`src/rtl/uart_loader_pkg.sv`:
```
// rtl/uart_loader_pkg.sv - shared constants, state encoding and helpers for the UART load-frame decoder
package uart_loader_pkg;

   localparam logic [23:0] TIMEOUT_DEFAULT = 24'd2160000;
   localparam logic [7:0]  SYNC_DEFAULT    = 8'h55;
   localparam logic [7:0]  ACK_DEFAULT     = 8'h06;
   localparam logic [7:0]  NAK_DEFAULT     = 8'h15;

   localparam logic [7:0]  CMD_WRITE = 8'h57;
   localparam logic [7:0]  CMD_PING  = 8'h50;

   localparam int ERR_CHK = 0;
   localparam int ERR_TMO = 1;
   localparam int ERR_OVR = 2;

   typedef enum logic [3:0] {
      S_IDLE,
      S_CMD,
      S_A2,
      S_A1,
      S_A0,
      S_LEN,
      S_DATA,
      S_CHK,
      S_RESP
   } state_t;

   // A frame is only acknowledged when no error flag is set and the command was recognised.
   function automatic logic [7:0] resp_byte(input logic [2:0] err, input logic bad_cmd,
                                            input logic [7:0] ack, input logic [7:0] nak);
      return ((err != 3'b000) || bad_cmd) ? nak : ack;
   endfunction

endpackage

```
`src/rtl/uart_loader_timeout.sv`:
```
// rtl/uart_loader_timeout.sv - loadable inter-byte down-counter, EXPIRE after P_LOAD idle cycles
module uart_loader_timeout #(
   parameter logic [23:0] P_LOAD = 24'd2160000
) (
   input  logic CLK,
   input  logic RESETB,
   input  logic RESTART,
   input  logic ENABLE,
   output logic EXPIRE
);

   logic [23:0] cnt;

   always_ff @(posedge CLK or negedge RESETB) begin
      if (!RESETB) begin
         cnt <= '0;
      end else if (RESTART || !ENABLE) begin
         cnt <= P_LOAD - 24'd1;
      end else if (cnt != 24'd0) begin
         cnt <= cnt - 24'd1;
      end
   end

   // A byte arriving in the expiry cycle wins over the timeout.
   assign EXPIRE = ENABLE && !RESTART && (cnt == 24'd0);

endmodule

```
`src/rtl/uart_loader.sv`:
```
// rtl/uart_loader.sv - host load-frame decoder writing payload to memory; UART_LOADER_CPU_HOLD_EN adds CPU_HOLD
module uart_loader
   import uart_loader_pkg::*;
#(
   parameter logic [23:0] P_TIMEOUT = TIMEOUT_DEFAULT,
   parameter logic [7:0]  P_SYNC    = SYNC_DEFAULT,
   parameter logic [7:0]  P_ACK     = ACK_DEFAULT,
   parameter logic [7:0]  P_NAK     = NAK_DEFAULT
) (
   input  logic        CLK,
   input  logic        RESETB,
   input  logic [7:0]  RX_DATA,
   input  logic        RX_DATA_EN,
   output logic [7:0]  TX_DATA,
   output logic        TX_DATA_EN,
   input  logic        TX_BUSY,
   output logic [23:0] MEM_ADDR,
   output logic [7:0]  MEM_WDATA,
   output logic        MEM_WE,
   input  logic        MEM_BUSY,
   output logic        LOAD_ACTIVE,
`ifdef UART_LOADER_CPU_HOLD_EN
   output logic        CPU_HOLD,
`endif
   output logic [2:0]  ERR_FLAGS
);

   state_t      state, state_nxt;
   logic [23:0] addr_nxt;
   logic [8:0]  cnt, cnt_nxt;
   logic [7:0]  sum, sum_nxt;
   logic [7:0]  wdata_nxt;
   logic        we_nxt;
   logic [2:0]  err_nxt;
   logic        bad_cmd, bad_cmd_nxt;
   logic        active_nxt;
   logic [7:0]  txd_nxt;
   logic        txen_nxt;
   logic        hold, hold_nxt;

   logic        wr_done;
   logic        wr_stall;
   logic        in_frame;
   logic        rx_in_frame;
   logic [7:0]  chk_sum;
   logic        tmo_expire;

   assign wr_done     = MEM_WE && !MEM_BUSY;
   assign wr_stall    = MEM_WE && MEM_BUSY;
   assign in_frame    = (state != S_IDLE) && (state != S_RESP);
   assign rx_in_frame = RX_DATA_EN && in_frame;
   assign chk_sum     = sum + RX_DATA;

   uart_loader_timeout #(
      .P_LOAD (P_TIMEOUT)
   ) u_timeout (
      .CLK     (CLK),
      .RESETB  (RESETB),
      .RESTART (RX_DATA_EN),
      .ENABLE  (in_frame),
      .EXPIRE  (tmo_expire)
   );

   always_ff @(posedge CLK or negedge RESETB) begin
      if (!RESETB) begin
         state       <= S_IDLE;
         MEM_ADDR    <= '0;
         cnt         <= '0;
         sum         <= '0;
         MEM_WDATA   <= '0;
         MEM_WE      <= 1'b0;
         ERR_FLAGS   <= '0;
         bad_cmd     <= 1'b0;
         LOAD_ACTIVE <= 1'b0;
         TX_DATA     <= '0;
         TX_DATA_EN  <= 1'b0;
         hold        <= 1'b0;
      end else begin
         state       <= state_nxt;
         MEM_ADDR    <= addr_nxt;
         cnt         <= cnt_nxt;
         sum         <= sum_nxt;
         MEM_WDATA   <= wdata_nxt;
         MEM_WE      <= we_nxt;
         ERR_FLAGS   <= err_nxt;
         bad_cmd     <= bad_cmd_nxt;
         LOAD_ACTIVE <= active_nxt;
         TX_DATA     <= txd_nxt;
         TX_DATA_EN  <= txen_nxt;
         hold        <= hold_nxt;
      end
   end

   always_comb begin
      state_nxt   = state;
      addr_nxt    = MEM_ADDR;
      cnt_nxt     = cnt;
      sum_nxt     = sum;
      wdata_nxt   = MEM_WDATA;
      we_nxt      = MEM_WE;
      err_nxt     = ERR_FLAGS;
      bad_cmd_nxt = bad_cmd;
      active_nxt  = LOAD_ACTIVE;
      txd_nxt     = TX_DATA;
      txen_nxt    = 1'b0;
      hold_nxt    = hold;

      if (wr_done) begin
         we_nxt   = 1'b0;
         addr_nxt = MEM_ADDR + 24'd1;
      end

      // Every in-frame byte is summed, including an overrun byte, so the checksum still lines up.
      if (rx_in_frame) begin
         sum_nxt = chk_sum;
         if (wr_stall) begin
            err_nxt[ERR_OVR] = 1'b1;
         end
      end

      case (state)
         S_IDLE: begin
            if (RX_DATA_EN && (RX_DATA == P_SYNC)) begin
               state_nxt   = S_CMD;
               err_nxt     = '0;
               bad_cmd_nxt = 1'b0;
               active_nxt  = 1'b1;
               sum_nxt     = '0;
            end
         end
         S_CMD: begin
            if (RX_DATA_EN) begin
               if (RX_DATA == CMD_WRITE) begin
                  state_nxt = S_A2;
                  hold_nxt  = 1'b1;
               end else if (RX_DATA == CMD_PING) begin
                  state_nxt = S_CHK;
               end else begin
                  state_nxt   = S_RESP;
                  bad_cmd_nxt = 1'b1;
               end
            end
         end
         S_A2: begin
            if (RX_DATA_EN) begin
               addr_nxt  = {RX_DATA, MEM_ADDR[15:0]};
               state_nxt = S_A1;
            end
         end
         S_A1: begin
            if (RX_DATA_EN) begin
               addr_nxt  = {MEM_ADDR[23:16], RX_DATA, MEM_ADDR[7:0]};
               state_nxt = S_A0;
            end
         end
         S_A0: begin
            if (RX_DATA_EN) begin
               addr_nxt  = {MEM_ADDR[23:8], RX_DATA};
               state_nxt = S_LEN;
            end
         end
         S_LEN: begin
            if (RX_DATA_EN) begin
               cnt_nxt   = {1'b0, RX_DATA} + 9'd1;
               state_nxt = S_DATA;
            end
         end
         S_DATA: begin
            if (RX_DATA_EN) begin
               cnt_nxt = cnt - 9'd1;
               if (cnt == 9'd1) begin
                  state_nxt = S_CHK;
               end
               if (!wr_stall) begin
                  wdata_nxt = RX_DATA;
                  we_nxt    = 1'b1;
               end
            end
         end
         S_CHK: begin
            if (RX_DATA_EN) begin
               if (chk_sum != 8'h00) begin
                  err_nxt[ERR_CHK] = 1'b1;
               end
               state_nxt = S_RESP;
            end
         end
         S_RESP: begin
            if (TX_DATA_EN) begin
               state_nxt  = S_IDLE;
               active_nxt = 1'b0;
               hold_nxt   = 1'b0;
            end else if (!TX_BUSY && !MEM_WE) begin
               txen_nxt = 1'b1;
               txd_nxt  = resp_byte(ERR_FLAGS, bad_cmd, P_ACK, P_NAK);
            end
         end
         default: begin
            state_nxt = S_IDLE;
         end
      endcase

      if (tmo_expire) begin
         err_nxt[ERR_TMO] = 1'b1;
         we_nxt           = 1'b0;
         state_nxt        = S_RESP;
      end
   end

`ifdef UART_LOADER_CPU_HOLD_EN
   assign CPU_HOLD = hold;
`else
   logic unused_hold;
   assign unused_hold = hold;
`endif

endmodule
```
`config.mk`:
```
export PLATFORM = sky130hd
export DESIGN_NAME = uart_loader
export DESIGN_NICKNAME = d
export VERILOG_FILES = /design/src/rtl/uart_loader_pkg.sv /design/src/rtl/uart_loader_timeout.sv /design/src/rtl/uart_loader.sv
export SDC_FILE = /design/constraint.sdc
export NUM_CORES = 1
export LEC_CHECK = 0
export BUFFER_PORTS_ARGS = -buffer_cell sky130_fd_sc_hd__buf_4
export CORE_MARGIN = 3
export CORE_UTILIZATION = 40
export DETAILED_ROUTE_END_ITERATION = 8
export GPL_TIMING_DRIVEN = 0
export MAX_ROUTING_LAYER = met4
export PLACE_DENSITY_LB_ADDON = 0.2
export SLEW_MARGIN = 10
export SYNTH_ARGS = -nofsm -noshare
export SYNTH_HDL_FRONTEND = slang
export SYNTH_SLANG_ARGS = --single-unit
```
`constraint.sdc`:
```
create_clock -name CLK -period 2.5 [get_ports CLK]
set_input_delay 0.375 -clock CLK [delete_from_list [all_inputs] [get_ports CLK]]
set_output_delay 0.375 -clock CLK [all_outputs]
set_load 0.02 [all_outputs]
```
==> metrics.md <==
| Metric | Value |
|---|---|
| Sequential cell area fraction in the yosys report | 0.391 |
| Slew Limit Fails | 0 |
| Gpl congestion | 0.935 |
| Post-synth ARST share | 1.00 |
| Most frequent cells in the layout | 87 x dfrtp_1, 57 x buf_4, 51 x nor2_1 |
| CP startpoint | sum[0] |
| Worst-path fanout max | 4 |
| Diode count | 0 |
| Root Buffer | clkbuf_16 |
| Final nets | 721 |
| Max-cap viol count | 0 |
| Die area | 0.0154 sq mm |
| RSZ-0062 raised after global routing | no |
| Post-Synth Adder-Cell Area | 0.0373 |
| Critical path startpoint category | flop |
| Ranking of synthesized cells by area | dfrtp_1 39%, a21oi_1 4.5%, nor2_1 3.4% |
| Crit path capture | ERR_FLAGS[0] |
| Main combinational cell family by area after synthesis | simple AND/OR/NAND/NOR gates |
| Mux cell area share after synthesis | 0.0198 |
| Vias | 5235 |
| Post-route ant nets | 0 |
| Layout cells sized above 1 | 0.174 |
| I/O pin total | 59 |
| Cells on worst reg2reg path | 7 |
| Hold Path Class | in -> async |
| Worst skew pair latency | 0.36 ns |
| R2R Setup Slk | 0.16 ns |
| Worst-margin pin slew | 0.836 ns |
| VDD IR-drop max | 0.439 mV |
| Num Clock Sinks | 87 |
| Fmax | 0.427 GHz |
| Syn avg cell area | 8.88 sq um |
| Post-DR wirelength/cell | 17.8 um |
| Post-CTS Hold Fix Bufs | 0 |
| Core area | 0.0134 sq mm |
| Post-layout min period | 2.34 ns |
| Leak Pwr | 0.00273 uW |
| Largest net degree at the start of global routing | 88 |
| Die Ht | 124 um |
| Yosys top cell by area | dfrtp_1 |
| Worst path required time | 2.70 ns |
| Grt total ovfl | 0 |
| Slew margin rel. | 0.442 |
| DR DRC count | 0 |
| CTS tree | yes |
| Synth Warn # | 0 |
| H-tree depth | 3 |
| Arr. time, crit path | 2.54 ns |
| Cell area after synthesis | 0.00556 sq mm |
| Die width | 124 um |
| Gate Count Post-Synth | 626 |
| IO buf count | 52 |
| Clock Skew | 0.00632 ns |
| Worst-case clock buffer depth | 2 |
| Synth Area in Compound Gates | 0.216 |
| Top cell type's share of synthesized area | 0.391 |
| Post-synth EDFFs | 0 |
| Clock-pin slew on the worst setup and hold paths | 0.07 ns |
| Gr usage total | 0.215 |
| Hold Vio Cnt, Final | 0 |
| R2R Path Start | sum[0] |
| Post-synth cell types | 75 |
| Post-CTS setup buffer count | 0 |
| Drt first-iter violations | 580 |
| Cts bufs inserted | 9 |
| Drt total wl | 15.6 mm |
| Area after DPL | 0.00618 sq mm |
| FF-to-FF End | ERR_FLAGS[0] |
| DR pass1 iterations | 5 |
| Post-route cell area | 0.00655 sq mm |
| Fin crit share | 0.936 |
| Most common cell after layout, fill and taps aside | dfrtp_1 |
| First-pass GRT wire length | 24.9 mm |
| Initial antenna violation count | 0 |
| DPL Wire Length | 11.0 mm |
| Status | finished, final reports clean |
| Initial Util | 0.415 |
| Number of global-route vias before repair | 4894 |
| Synth Area in XOR/XNOR | 0.0331 |
| Synth-to-layout area growth | 17.7% |
| Crit path kind | reg -> reg |
| Pwr Density | 884 mW/mm^2 |
| Row Count | 42 |
| Simple-gate share of the synthesized area | 0.257 |
| Design Power | 5780 uW |
| Synth Flop Type | dfrtp_1 |
| Vias per Instance | 6.00 |
| Final setup vio count | 0 |
| #FFs+latches synth | 87 |
| Setup crit end kind | flop |
==> how the worst min path moves through the flow <==
stage | start | endpoint | slack (ns) | cells past startpoint
floorplan | RESETB | ERR_FLAGS[0] | 0.08 | 0
global placement | TX_DATA[2] | TX_DATA[2] | 0.46 | 1
detailed placement | TX_DATA[2] | TX_DATA[2] | 0.46 | 1
CTS | TX_BUSY | TX_DATA_EN | 0.20 | 2
global route | RESETB | MEM_WDATA[6] | 0.16 | 1
finish | RESETB | MEM_WDATA[6] | 0.07 | 1
==> cell families after synthesis <==
kind of cell,after synthesis
xor+xnor,21
other cells,1
compound gates,177
mux,10
buf+inv,55
simple gates,259
fa+ha+maj,16
flops,87
==> worst max-delay path, cell delays in order (launching register included) <==
cell and delay, ns:
dfrtp_1 0.39, ha_1 0.23, fa_1 0.45, a211oi_4 0.33
or4_1 0.17, o2111ai_1 0.16, nor4_2 0.35, o32ai_1 0.11
==> where the power goes <==
| part | switching (uW) | internal (uW) |
|---|---|---|
| Clock | 592 | 929 |
| Combinational | 1360 | 894 |
| Sequential | 320 | 1690 |
| Total | 2270 | 3510 |
==> final cells by class <==
cell class / count / area, sq um
multi-input combinational: 487 / 3180
tap: 176 / 220
clock buffer: 11 / 253
inverter: 20 / 75.1
sequential: 87 / 2180
timing repair buffer: 52 / 394
clock inverter: 5 / 80.1
buffer: 35 / 170
fill: 1304 / 6860
==> per-stage QoR <==
step | setup TNS [ns] | util | setup WS, ns | hold WS [ns] | cells
2_1_floorplan | 0 | - | 0.380 | 0.0794 | 629
3_3_place_gp | -0.181 | 0.461 | -0.181 | 0.460 | 857
3_5_place_dp | -0.258 | 0.461 | -0.258 | 0.465 | 857
4_1_cts | 0 | 0.487 | 0.100 | 0.202 | 873
5_1_grt | 0 | 0.488 | 0.00657 | 0.156 | 873
6_report | 0 | 0.488 | 0.160 | 0.0662 | 873
==> layer usage <==
metal | GRT usage | vias up | routed length, um
met5 | - | - | 0
li1 | - | 2477 | -
met2 | 0.313 | 176 | 7190
met3 | 0.0372 | 32 | 914
met4 | 0.0862 | 0 | 398
met1 | 0.298 | 2550 | 7050
==> timing repair <==
item | in CTS | in global routing
pin swaps | 0 | 0
cloned | 0 | 0
setup endpoints to repair | 1 | 2
endpoints found under the hold margin | 0 | 0
gates resized for setup | 1 | 3
==> sequential cells by signal (all words and copies together) (netlist names) <==
name,count
MEM_ADDR,24
u_timeout.cnt,24
cnt,9
MEM_WDATA,8
sum,8
state,4
ERR_FLAGS,3
TX_DATA,3
LOAD_ACTIVE,1
MEM_WE,1
TX_DATA_EN,1
bad_cmd,1
==> Yosys cell counts (8+ instances only) <==
cell	n
dfrtp_1	87
nor2_1	51
a21oi_1	50
nand2_1	48
o21ai_0	36
nand3_1	28
nor3_1	22
inv_1	20
clkbuf_1	15
ha_1	15
or3_1	14
xor2_1	14
buf_2	13
nor4_1	13
and3_1	11
nand4_1	10
mux2_2	8
(Power assumes the default switching activity.)
